File: config.mk
export PLATFORM = sky130hd
export DESIGN_NAME = bus_ownership_arbiter
export DESIGN_NICKNAME = d
export VERILOG_FILES = /design/src/rtl/bus_arbiter_pkg.sv /design/src/rtl/GenericArbiter.sv /design/src/rtl/bus_ownership_arbiter.sv
export SDC_FILE = /design/constraint.sdc
export NUM_CORES = 1
export LEC_CHECK = 0
export ABC_AREA = 0
export CORE_MARGIN = 4
export CORE_UTILIZATION = 45
export CTS_CLUSTER_SIZE = 8
export DETAILED_ROUTE_END_ITERATION = 10
export GPL_ROUTABILITY_DRIVEN = 0
export GPL_TIMING_DRIVEN = 0
export HOLD_SLACK_MARGIN = 0.02
export PLACE_DENSITY = 0.72
export SKIP_CTS_REPAIR_TIMING = 1
export SLEW_MARGIN = 20
export SYNTH_ARGS = -nofsm -noshare
export SYNTH_HDL_FRONTEND = slang
export SYNTH_HIERARCHICAL = 1
export SYNTH_SLANG_ARGS = --single-unit
File: constraint.sdc
create_clock -name clk -period 3 [get_ports clk]
set_input_delay 0.6 -clock clk [delete_from_list [all_inputs] [get_ports clk]]
set_output_delay 0.6 -clock clk [all_outputs]
set_load 0.005 [all_outputs]
File: src/rtl/bus_arbiter_pkg.sv
// ============================================================================
// Module      : bus_arbiter_pkg
// Description : Shared state encoding and defaults for the bus ownership stage.
// Revision    : 1.0 - initial release
// ============================================================================
`default_nettype none

package bus_arbiter_pkg;

  localparam logic [1:0] STATE_IDLE    = 2'd0;
  localparam logic [1:0] STATE_OWNED   = 2'd1;
  localparam logic [1:0] STATE_RELEASE = 2'd2;

  localparam int DEFAULT_TIMEOUT_CYCLES = 255;

endpackage : bus_arbiter_pkg

`default_nettype wire

File: src/rtl/GenericArbiter.sv
// ============================================================================
// Module      : GenericArbiter
// Description : Combinational fixed-priority arbiter, bit 0 highest priority.
// Revision    : 1.0 - initial release
// ============================================================================
`default_nettype none

module GenericArbiter #(
  parameter int width = 8
) (
  input  logic [width-1:0] request,
  output logic [width-1:0] grant
);

  // Isolate the lowest set bit.
  assign grant = request & (~request + {{(width-1){1'b0}}, 1'b1});

endmodule : GenericArbiter

`default_nettype wire

File: src/rtl/bus_ownership_arbiter.sv
// ============================================================================
// Module      : bus_ownership_arbiter
// Description : Registered bus ownership with release turnaround and watchdog.
// Revision    : 1.0 - initial release
// ============================================================================
`default_nettype none

module bus_ownership_arbiter
  import bus_arbiter_pkg::*;
#(
  parameter int width         = 8,
  parameter int indexWidth    = 3,
  parameter int timeoutCycles = DEFAULT_TIMEOUT_CYCLES,
  parameter int counterWidth  = 8
) (
  input  logic                  clk,
  input  logic                  reset,
  input  logic [width-1:0]      request,
  input  logic                  ack,
  output logic [width-1:0]      grant,
  output logic [indexWidth-1:0] ownerIndex,
  output logic                  busy,
  output logic                  timeoutError,
  output logic [width-1:0]      lockMask
);

  localparam bit                    c_WATCHDOG_EN = (timeoutCycles != 0);
  localparam logic [counterWidth-1:0] c_LAST_COUNT = counterWidth'(timeoutCycles - 1);

  logic [1:0]              r_state;
  logic [width-1:0]        r_grant;
  logic [indexWidth-1:0]   r_ownerIndex;
  logic                    r_busy;
  logic                    r_timeoutError;
  logic [width-1:0]        r_lockMask;
  logic [counterWidth-1:0] r_counter;

  logic [width-1:0]        w_arbRequest;
  logic [width-1:0]        w_arbGrant;

  function automatic logic [indexWidth-1:0] f_encode(input logic [width-1:0] onehot);
    logic [indexWidth-1:0] idx;
    idx = '0;
    for (int i = 0; i < width; i++) begin
      if (onehot[i]) idx = idx | indexWidth'(i);
    end
    return idx;
  endfunction

  assign w_arbRequest = request & ~r_lockMask;

  GenericArbiter #(
    .width(width)
  ) u_arbiter (
    .request(w_arbRequest),
    .grant  (w_arbGrant)
  );

  always_ff @(posedge clk) begin
    if (reset) begin
      r_state        <= STATE_IDLE;
      r_grant        <= '0;
      r_ownerIndex   <= '0;
      r_busy         <= 1'b0;
      r_timeoutError <= 1'b0;
      r_lockMask     <= '0;
      r_counter      <= '0;
    end else begin
      r_timeoutError <= 1'b0;
      // Locks release whenever the locked master lets go of its request.
      r_lockMask     <= r_lockMask & request;
      case (r_state)
        STATE_IDLE: begin
          if (w_arbGrant != '0) begin
            r_grant      <= w_arbGrant;
            r_ownerIndex <= f_encode(w_arbGrant);
            r_busy       <= 1'b1;
            r_counter    <= '0;
            r_state      <= STATE_OWNED;
          end
        end
        STATE_OWNED: begin
          if (!request[r_ownerIndex]) begin
            r_grant <= '0;
            r_busy  <= 1'b0;
            r_state <= STATE_RELEASE;
          end else if (ack) begin
            r_counter <= '0;
          end else if (c_WATCHDOG_EN && (r_counter == c_LAST_COUNT)) begin
            // r_grant is the owner's one-hot bit, so it doubles as the lock bit.
            r_lockMask     <= (r_lockMask & request) | r_grant;
            r_grant        <= '0;
            r_busy         <= 1'b0;
            r_timeoutError <= 1'b1;
            r_state        <= STATE_RELEASE;
          end else if (r_counter != '1) begin
            r_counter <= r_counter + 1'b1;
          end
        end
        STATE_RELEASE: begin
          r_state <= STATE_IDLE;
        end
        default: begin
          r_state <= STATE_IDLE;
        end
      endcase
    end
  end

  assign grant        = r_grant;
  assign ownerIndex   = r_ownerIndex;
  assign busy         = r_busy;
  assign timeoutError = r_timeoutError;
  assign lockMask     = r_lockMask;

endmodule : bus_ownership_arbiter

`default_nettype wire

Word-level counts from Yosys, hierarchy flattened

Cells that the tools add are included.
W data, S select, Z words.

Input bits: 11
Output and inout bits: 21
Flip-flop bits (word level): 31

Order comparisons: 1
Eq/ne operators: 9
Add/subtract/negate cells: 2
Reductions and logical operators: 8
Mux-type cells: 35
Bitwise logic cells: 8

Operators by type and width:

| kind                  | number |
|---|---|
| $mux W8               | 13 |
| $pmux W8 S2           | 2 |
| $and A8 B8 Y8         | 3 |
| $add A8 B1 Y8 const B | 2 |
| $not A8 Y8            | 2 |
| $mux W2               | 6 |
| $mux W3               | 4 |
| $ne A3 B3 Y1 const B  | 4 |
| $eq A8 B8 Y1 const B  | 1 |
| $ne A8 B8 Y1 const B  | 1 |
| $or A8 B8 Y8          | 1 |
| $reduce_bool A8 Y1    | 1 |
| $mux W1               | 7 |
| $reduce_and A5 Y1     | 1 |
| $lt A3 B4 Y1 const B  | 1 |
| $ne A2 B2 Y1 const B  | 2 |
| $pmux W2 S2           | 1 |
| $reduce_and A4 Y1     | 1 |
| $reduce_or A4 Y1      | 1 |
| $bmux W1 S3           | 1 |
| $reduce_and A3 Y1     | 1 |
| $eq A2 B1 Y1 const B  | 1 |
| $logic_not A2 Y1      | 1 |
| $not A1 Y1            | 2 |
| other kinds (3)       | 3 |

Longest topological paths before layout

Gate-level depths: netlist (run 1).

Word-level depth: 12
Depth in mapped cells: 8
Gate-level depth less buffers: 8

Modules after synthesis

Netlist (run 1), hierarchy kept.

Modules (own cells, without submodules):

| module                | instances | area each (µm²) | seq. area each (µm²) | cells each |
|---|---|---|---|---|
| bus_ownership_arbiter | 1         | 1447.6          | 620.6                | 151 |
| GenericArbiter        | 1         | 83.8            | 0.0                  | 10 |

Worst setup path after synthesis (run 1)

No wires, ideal clock.

Path kind: input to register
Start: input port request[0]
End: register r_counter[5]
Data arrival time: 2.300 ns
Slack: 0.625 ns
Buffers on the path: 0
Stages on the path: 7
Cells stage by stage: nor2b_1 -> nor4_2 -> and4b_1 -> nor4_1 -> a211oi_1 -> a211o_1 -> a31oi_1

Word-level cells in the longest chain between the ends: 7
Elaborated cells on any way between the ends: 10

Ends and longest elaborated chain:

| what                               | line                        | text |
|---|---|---|
| start: declaration                 | bus_ownership_arbiter.sv:18 | `input logic [width-1:0] request,` |
| $and A8 B8 Y8                      | bus_ownership_arbiter.sv:50 | `assign w_arbRequest = request & ~r_lockMask;` |
| $not A8 Y8                         | GenericArbiter.sv:16        | `assign grant = request & (~request + {{(width-1){1'b0}}, 1'b1});` |
| $add A8 B1 Y8                      | GenericArbiter.sv:16        |  |
| $and A8 B8 Y8                      | GenericArbiter.sv:16        |  |
| net w_arbGrant[7]                  | bus_ownership_arbiter.sv:39 | `logic [width-1:0] w_arbGrant;` |
| $reduce_bool A8 Y1                 | bus_ownership_arbiter.sv:74 | `if (w_arbGrant != '0) begin` |
| $ne A2 B2 Y1 (no source line)      | -                           |  |
| $reduce_and A5 Y1 (no source line) | -                           |  |
| end signal: assignment             | bus_ownership_arbiter.sv:97 | `r_counter <= r_counter + 1'b1;` |
| end: declaration                   | bus_ownership_arbiter.sv:36 | `logic [counterWidth-1:0] r_counter;` |

The timed path passes the listed nets, and every way through them passes these cells. The select of a mux whose other input is x is not followed.
A chain may end at the register's enable or synchronous reset.

Worst setup path after layout (run 1)

Start: input port request[0]
End: register r_counter[6]

Word-level cells in the longest chain between the ends: 7
Elaborated cells on any way between the ends: 10

Ends and longest elaborated chain:

| what                               | line                        | text |
|---|---|---|
| $and A8 B8 Y8                      | bus_ownership_arbiter.sv:50 |  |
| net w_arbRequest[0]                | bus_ownership_arbiter.sv:38 | `logic [width-1:0] w_arbRequest;` |
| $not A8 Y8                         | GenericArbiter.sv:16        |  |
| $add A8 B1 Y8                      | GenericArbiter.sv:16        |  |
| $and A8 B8 Y8                      | GenericArbiter.sv:16        |  |
| net w_arbGrant[7]                  | bus_ownership_arbiter.sv:39 |  |
| $reduce_bool A8 Y1                 | bus_ownership_arbiter.sv:74 |  |
| $ne A2 B2 Y1 (no source line)      | -                           |  |
| $reduce_and A5 Y1 (no source line) | -                           |  |

The timed path passes the listed nets, and every way through them passes these cells. The select of a mux whose other input is x is not followed.

==> reports/qor.txt, run 1 <==
status = completed
# IOs = 32
Core ar. = 3150 um2
first-pass GRT wire length = 6490 um
pin count of the biggest net entering global routing = 11
final instance area = 1970 um2
internal power = 586 uW
Pre-antenna DRT Iters = 4
Routed WL = 3880 um
Worst Max-Slew Pin Slew = 0.821 ns
via count = 1431
chip height = 66.3 um
Initial Utilization = 0.486
placed cell area = 1900 um2
Final min period = 2.90 ns
Total Power = 817 uW
pwr dens = 414 nW/um2
Adder-Cell Fraction of Synth Area = 0.0163
register area share after synthesis = 0.405
max_slew headroom = 0.448
crit share post-route = 0.966
total of fill cells in the finished design = 285
Crit. Startpoint = request[0]
# rows = 20
min-delay worst type = reg -> reg
CP max stage cell = a211oi_1
post-synthesis mux area share = 0.0343
Sequential Power Share = 0.532
synth-to-layout area growth = 28.7%
complex-gate fraction of the synthesized area = 0.261
Routed Antenna Nets = 0
DRC viols = 0
most frequent cells after synthesis = 31 x dfxtp_1, 9 x a22o_1, 9 x nand2_1, 9 x nor2_1, 9 x nor2b_1
Synth Area in XOR/XNOR = 0
routed len/inst = 15.9 um
clk_skew = 0.0145 ns
CP Data Required Time = 3.20 ns
reg2reg start = lockMask[0]$_SDFF_PP0_
Sw Ratio = 0.283
synth warn = 6
CP dominant cell by count = nor4_2
Final #Nets = 212
multi-input logic area = 865 um2
Synth area leader = dfxtp_1
Post-synth EDFFs = 0
GRT overflow = 0
Cell Area, Synth = 1530 um2
ys async rst share = 0
cts bufs inserted = 5
vias in the first global route = 1361
Mean Syn Cell Area = 9.51 um2
n_diodes = 0
simple-gate portion of the synthesized area = 0.238
FMAX = 345 MHz
CTS tree = built
share of the synthesized area in the top cell type = 0.405
full die area = 4400 um2
WP data arrival = 3.10 ns
CP top delay family = simple AND/OR/NAND/NOR gates
layout cells sized above 1 = 0.135
chip width = 66.3 um
clk slew on worst S/H paths = 0.10 ns
Worst-Skew Late Latency = 0.33 ns
Net Count, Synth = 174
CTS Root Buffer Type = clkbuf_4
Synth Register Bits = 31
Seq. cell area = 621 um2
dominant synthesized flop cell = dfxtp_1
Bufs and invs on worst path = 1
worst path cell trace = clkdlybuf4s50_1 -> nor2b_1 -> nor4_2 -> and4b_1 -> nor4_2 -> a211oi_1 -> a211o_1 -> a31oi_1
initial antenna violation count = 0
most area-consuming cells after synthesis = dfxtp_1 41%, a32o_1 5.2%, a22o_1 5.1%
port buffer count = 31
largest family of logic cells by synthesized area = compound AO/OA/AOI/OAI gates
combinational share of power = 0.188
Num Clock Sinks = 31
LEAKAGE = 0.707 nW
max_cap viols = 0
sw power = 231 uW
count leader, synth = dfxtp_1
max-slew violations = 0
Critical Path Fanout Max = 5
H-tree levels = 2
Crit Path Class = in -> reg
gate count of the mapped netlist = 161
Critical Path Start Type = input port
initial DRC count = 152
final setup vio count = 0
clock power share = 0.280
CP endpoint kind = register
maximum VDD drop = 330 uV
hold_sp = busy$_SDFFE_PP0P_
max incr delay on CP = 0.49 ns
HPWL after DPL = 2860 um
synth unique cells = 52
clk buf depth = 2
final hold violations = 0
Tot GR Track Use = 0.192
vias per cell = 5.86
-- final timing paths --
check                                                 end  slack (ns)  cells after the start
worst max-delay path            r_counter[6]$_SDFFE_PP0P_        0.10                      8
worst min-delay path                    busy$_SDFFE_PP0P_        0.47                      1
worst max register to register  r_counter[6]$_SDFFE_PP0P_        0.56                      7
worst min register to register          busy$_SDFFE_PP0P_        0.47                      1
-- placed cells by master, fill, tap and decap left out, drive strengths merged, types with 6 or more instances in the layout --
master,Yosys,routed
dfxtp,31,31
a21oi,7,7
buf,6,6
clkdlybuf4s50,0,31
nor2,9,9
a32o,8,8
clkbuf,1,8
a22o,9,9
nand2,9,9
nor2b,9,9
-- routing by layer --
layer | vias to the layer above | GRT usage | part of all wire
li1 | 696 | - | -
met1 | 662 | 0.259 | 0.44
met2 | 67 | 0.292 | 0.45
met3 | 6 | 0.0680 | 0.089
met4 | 0 | 0.0381 | 0.012
met5 | - | 0 | 0
-- power by group through the flow --
stage,Combinational (mW),Clock (mW),Sequential (mW)
floorplan,0.0931,0,0.443
global placement,0.148,0,0.443
detailed placement,0.150,0,0.444
CTS,0.151,0.235,0.434
global route,0.167,0.258,0.436
finish,0.154,0.229,0.434
-- cell families after synthesis --
logic type / count (synthesis)
and+or+nand+nor: 62
AOI/OAI and AO/OA: 48
DFF: 31
buffers and inverters: 13
muxes: 5
adders and majority gates: 2
-- worst reg2reg max path: cells and delay by family (launching register included) --
family             cells  cell delay [ns]
and+or+nand+nor        4             1.06
DFF                    1             0.36
AOI/OAI and AO/OA      3             0.90
-- layout make-up --
type	instances	area share
Inverter	6	0.0114
Sequential cell	31	0.315
Clock inverter	1	0.00254
Tap cell	44	0.0279
Timing Repair Buffer	31	0.157
Multi-Input combinational cell	117	0.439
Clock buffer	7	0.0229
Buffer	7	0.0241
-- flip-flops by register name, summed over array words and instances (netlist names) --
name,cells
lockMask,8
ownerIndex,3
r_state,2
grant,8
r_counter,8
timeoutError,1
busy,1
-- per-stage QoR --
step / util / TNS [ns] / hold slack [ns] / instances / setup slack [ns]
after floorplan: - / 0 / 0.451 / 161 / 0.625
after global placement: 0.602 / -3.52 / 0.441 / 236 / -0.271
after detailed placement: 0.602 / -3.89 / 0.444 / 236 / -0.331
after CTS: 0.617 / 0 / 0.472 / 244 / 0.0325
after global routing: 0.625 / -0.0308 / 0.501 / 244 / -0.0282
final: 0.625 / 0 / 0.466 / 244 / 0.101
No activity file was read; power rests on OpenSTA's default activity.
==> run 2: changes to the inputs <==
--- a/config.mk
+++ b/config.mk
@@ -7,13 +7,13 @@
 export LEC_CHECK = 0
 export ABC_AREA = 0
 export CORE_MARGIN = 4
-export CORE_UTILIZATION = 45
+export CORE_UTILIZATION = 50
 export CTS_CLUSTER_SIZE = 8
 export DETAILED_ROUTE_END_ITERATION = 10
 export GPL_ROUTABILITY_DRIVEN = 0
 export GPL_TIMING_DRIVEN = 0
 export HOLD_SLACK_MARGIN = 0.02
-export PLACE_DENSITY = 0.72
+export PLACE_DENSITY = 0.78
 export SKIP_CTS_REPAIR_TIMING = 1
 export SLEW_MARGIN = 20
 export SYNTH_ARGS = -nofsm -noshare
==> run 2 against run 1 <==
Effect of this change:
- first-iteration DRC count down 41%
- wire length down 4.2%
- via count down 1.0%
- core utilization up 6.3 points
- clock-buffer cell count unchanged
- sequential cell count unchanged
- clock skew down 0.0050 ns
- largest power group unchanged
- register-to-register slack better by 0.05 ns
- combinational power about the same
- critical path type unchanged
- cell count down 5.3%
- clock power about the same
==> reports/qor.txt, run 2 (same netlist as run 1, synthesis figures left out) <==
n_diodes = 0
Initial Utilization = 0.537
final instance area = 1960 um2
vias in the first global route = 1386
Seq. cell area = 621 um2
placed cell area = 1880 um2
H-tree levels = 2
CTS Root Buffer Type = clkbuf_4
pwr dens = 415 nW/um2
crit share post-route = 0.950
Num Clock Sinks = 31
status = completed
min-delay worst type = reg -> reg
port buffer count = 31
Critical Path Fanout Max = 5
worst path cell trace = clkdlybuf4s50_1 -> nor2b_1 -> nor4_2 -> and4b_1 -> nor4_4 -> a211oi_1 -> a211o_1 -> a31oi_1
Critical Path Start Type = input port
first-pass GRT wire length = 6420 um
initial antenna violation count = 0
CTS tree = built
Final WS setup = 0.150 ns
pin count of the biggest net entering global routing = 11
Hold WS = 0.470 ns
GRT overflow = 0
sw power = 228 uW
max-slew violations = 0
clk buf depth = 2
vias per cell = 6.13
CP max stage cell = a211oi_1
via count = 1416
Routed WL = 3720 um
CP Data Required Time = 3.19 ns
Core ar. = 2850 um2
Tot GR Track Use = 0.197
Crit Path Class = in -> reg
Final min period = 2.85 ns
DRC viols = 0
Final #Nets = 212
synth-to-layout area growth = 28.2%
total of fill cells in the finished design = 240
final setup vio count = 0
cts bufs inserted = 5
most frequent cells in the layout = 31 x dfxtp_1, 31 x clkdlybuf4s50_1
clk slew on worst S/H paths = 0.10 ns
full die area = 4010 um2
combinational share of power = 0.187
FMAX = 351 MHz
Sw Ratio = 0.280
LEAKAGE = 0.713 nW
Worst Max-Slew Pin Slew = 0.744 ns
Sequential Power Share = 0.534
final hold violations = 0
RSZ-0062 raised after global routing = false
WP data arrival = 3.04 ns
internal power = 586 uW
initial DRC count = 90
# rows = 19
Pre-antenna DRT Iters = 4
# IOs = 32
Place WS = -0.383 ns
max incr delay on CP = 0.48 ns
routed len/inst = 16.1 um
Cells after DPL = 223
Routed Antenna Nets = 0
multi-input logic area = 873 um2
Worst-Skew Late Latency = 0.32 ns
chip height = 63.3 um
layout cells sized above 1 = 0.135
Finished Layout Cells = 231
maximum VDD drop = 289 uV
max_slew headroom = 0.500
chip width = 63.3 um
clock power share = 0.279
HPWL after DPL = 2800 um
clk_skew = 0.00944 ns
CP endpoint kind = register
max_cap viols = 0
run 2: power by group through the flow:
stage	Combinational (mW)	Sequential, mW	Clock (mW)
2_1_floorplan	0.0931	0.443	0
3_3_place_gp	0.147	0.443	0
3_5_place_dp	0.148	0.444	0
4_1_cts	0.150	0.435	0.234
5_1_grt	0.167	0.437	0.250
6_report	0.152	0.435	0.227
run 2: worst max-delay path, delay by kind of cell:
kind,cells,cell delay [ns]
AOI/OAI and AO/OA,3,0.87
buffers and inverters,1,0.44
and+or+nand+nor,4,1.14
run 2: final timing paths:
kind / start / endpoint / slack (ns) / depth (start not counted)
worst max-delay path: request[0] / r_counter[2]$_SDFFE_PP0P_ / 0.15 / 8
worst min-delay path: busy$_SDFFE_PP0P_ / busy$_SDFFE_PP0P_ / 0.47 / 1
worst max register to register: lockMask[0]$_SDFF_PP0_ / r_counter[2]$_SDFFE_PP0P_ / 0.61 / 7
worst min register to register: busy$_SDFFE_PP0P_ / busy$_SDFFE_PP0P_ / 0.47 / 1
run 2: area by class of cell:
| cell class | count | area share |
|---|---|---|
| Multi-Input combinational cell | 117 | 0.445 |
| Timing Repair Buffer | 31 | 0.158 |
| Clock inverter | 1 | 0.00255 |
| Clock buffer | 7 | 0.0229 |
| Inverter | 6 | 0.0115 |
| Tap cell | 31 | 0.0198 |
| Sequential cell | 31 | 0.316 |
| Buffer | 7 | 0.0242 |
run 2: metrics by stage:
step / power (mW) / utilization / setup TNS (ns)
finish: 0.815 / 0.688 / 0
CTS: 0.818 / 0.677 / -0.203
global placement: 0.591 / 0.659 / -3.42
detailed placement: 0.593 / 0.659 / -5.01
floorplan: 0.536 / - / 0
global route: 0.854 / 0.688 / 0
run 2: per-layer routing:
layer / vias to the layer above / routed length [um] / track usage
met4: 0 / 21 / 0.0404
met5: - / 0 / 0
li1: 698 / - / -
met3: 4 / 187 / 0.0462
met2: 35 / 1710 / 0.305
met1: 679 / 1800 / 0.279
==> run 3: changes to the inputs <==
--- a/config.mk
+++ b/config.mk
@@ -14,6 +14,7 @@
 export GPL_TIMING_DRIVEN = 0
 export HOLD_SLACK_MARGIN = 0.02
 export PLACE_DENSITY = 0.78
+export SETUP_SLACK_MARGIN = 0.5
 export SKIP_CTS_REPAIR_TIMING = 1
 export SLEW_MARGIN = 20
 export SYNTH_ARGS = -nofsm -noshare
==> run 3 against run 2 <==
Effect of this change:
- worst hold slack better by 0.00061 ns
- first-iteration DRC count is 6.7% higher
- largest cell class unchanged
- highest routed layer unchanged
- clock power about the same
==> reports/qor.txt, run 3 (same netlist as run 1, synthesis figures left out) <==
Worst Max-Slew Pin Slew = 0.760 ns
RSZ-0062 raised after global routing = false
pin count of the biggest net entering global routing = 11
clk slew on worst S/H paths = 0.10 ns
CP max stage cell = clkdlybuf4s50_1
FMAX = 439 MHz
port buffer count = 31
Worst-Skew Late Latency = 0.33 ns
max_cap viols = 0
Critical Path Fanout Max = 5
hold depth = 1
CTS Root Buffer Type = clkbuf_4
Tot GR Track Use = 0.197
layout cells sized above 1 = 0.185
LEAKAGE = 0.812 nW
cts bufs inserted = 5
clk buf depth = 2
Bufs and invs on worst path = 1
pwr dens = 400 nW/um2
CP top delay family = simple AND/OR/NAND/NOR gates
chip width = 63.3 um
reg2reg end = r_counter[3]$_SDFFE_PP0P_
Cells after DPL = 223
Finished Layout Cells = 231
hold_sp = busy$_SDFFE_PP0P_
internal power = 592 uW
Hold WS = 0.471 ns
Worst Reg-to-Reg Cells = 8
Routed WL = 3830 um
GRT overflow = 0
worst reg-to-reg setup slack = 0.86 ns
commonest non-fill, non-tap cell in the layout = dfxtp_1
Routed Antenna Nets = 0
status = completed
reg2reg start = lockMask[0]$_SDFF_PP0_
maximum VDD drop = 286 uV
Final #Nets = 212
most frequent cells in the layout = 31 x dfxtp_1, 25 x clkdlybuf4s50_1, 9 x nand2_1, 9 x nor2_1, 9 x a22o_1
CP endpoint kind = register
Final min period = 2.28 ns
synth-to-layout area growth = 35.2%
clk_skew = 0.0105 ns
routed len/inst = 16.6 um
initial antenna violation count = 0
clock power share = 0.278
chip height = 63.3 um
final setup vio count = 0
# IOs = 32
via count = 1422
WP data arrival = 2.55 ns
DRC viols = 0
Sequential Power Share = 0.525
Crit Path Class = in -> reg
CP Data Required Time = 3.27 ns
max_slew headroom = 0.489
Initial Utilization = 0.537
Pre-antenna DRT Iters = 4
Sw Ratio = 0.286
vias per cell = 6.16
CTS tree = built
max-slew violations = 0
Critical Path Start Type = input port
H-tree levels = 2
# rows = 19
n_diodes = 0
sw power = 237 uW
crit share post-route = 0.760
Num Clock Sinks = 31
Hold EP = busy$_SDFFE_PP0P_
initial DRC count = 96
HPWL after DPL = 2800 um
worst path cell trace = clkdlybuf4s50_1 -> nor2b_1 -> and4b_2 -> nor4_4 -> a211o_1 -> nand2_1 -> a311oi_2 -> a31o_2
max incr delay on CP = 0.48 ns
Crit. Startpoint = request[6]
combinational share of power = 0.197
vias in the first global route = 1386
min-delay worst type = reg -> reg
full die area = 4010 um2
final hold violations = 0
first-pass GRT wire length = 6420 um
Core ar. = 2850 um2
Final Util = 0.726
-- run 3: cell types whose count changed in the layout (fill, tap and decap cells not counted), moves of 2 or more --
cell             change
dlymetal6s2s_1       +6
nor4_2               -2
nor2b_4              +6
clkdlybuf4s50_1      -6
nor4_4               +2
nor2b_1              -6
-- run 3: stage by stage --
stage / total power, mW / setup slack [ns] / TNS (ns) / cell area (um2)
floorplan: 0.536 / 0.625 / 0 / 1530
global placement: 0.591 / -0.288 / -3.42 / 1880
detailed placement: 0.593 / -0.383 / -5.01 / 1880
CTS: 0.818 / -0.0588 / -0.203 / 1930
global route: 0.864 / 0.578 / 0 / 2070
finish: 0.828 / 0.721 / 0 / 2070
-- run 3: power by group through the flow --
stage               clock network (mW)  registers [mW]  logic (mW)
CTS                              0.234           0.435       0.150
detailed placement                   0           0.444       0.148
floorplan                            0           0.443      0.0931
finish                           0.230           0.435       0.163
global placement                     0           0.443       0.147
global route                     0.250           0.437       0.177
-- run 3: area by class of cell --
| cell class | count | area (um2) |
|---|---|---|
| Timing Repair Buffer | 31 | 325 |
| Sequential cell | 31 | 621 |
| Tap cell | 31 | 38.8 |
| Fill cell | 224 | 782 |
| Clock inverter | 1 | 5.00 |
| Clock buffer | 7 | 45.0 |
| Multi-Input combinational cell | 117 | 966 |
| Inverter | 6 | 22.5 |
| Buffer | 7 | 47.5 |
-- run 3: worst max path at each step --
stage               cells after the start                   endpoint  slack (ns)
finish                                  8  r_counter[3]$_SDFFE_PP0P_        0.72
global route                            8  r_counter[3]$_SDFFE_PP0P_        0.58
CTS                                     8  r_counter[2]$_SDFFE_PP0P_       -0.06
detailed placement                      8  r_counter[7]$_SDFFE_PP0P_       -0.38
global placement                        8  r_counter[2]$_SDFFE_PP0P_       -0.29
floorplan                               7  r_counter[5]$_SDFFE_PP0P_        0.62
-- run 3: layer usage --
metal  GRT usage  vias to the layer above  part of all wire
li1            -                      694                 -
met3      0.0462                        4             0.052
met1       0.279                      683              0.47
met4      0.0404                        0            0.0065
met2       0.305                       41              0.47
met5           0                        -                 0
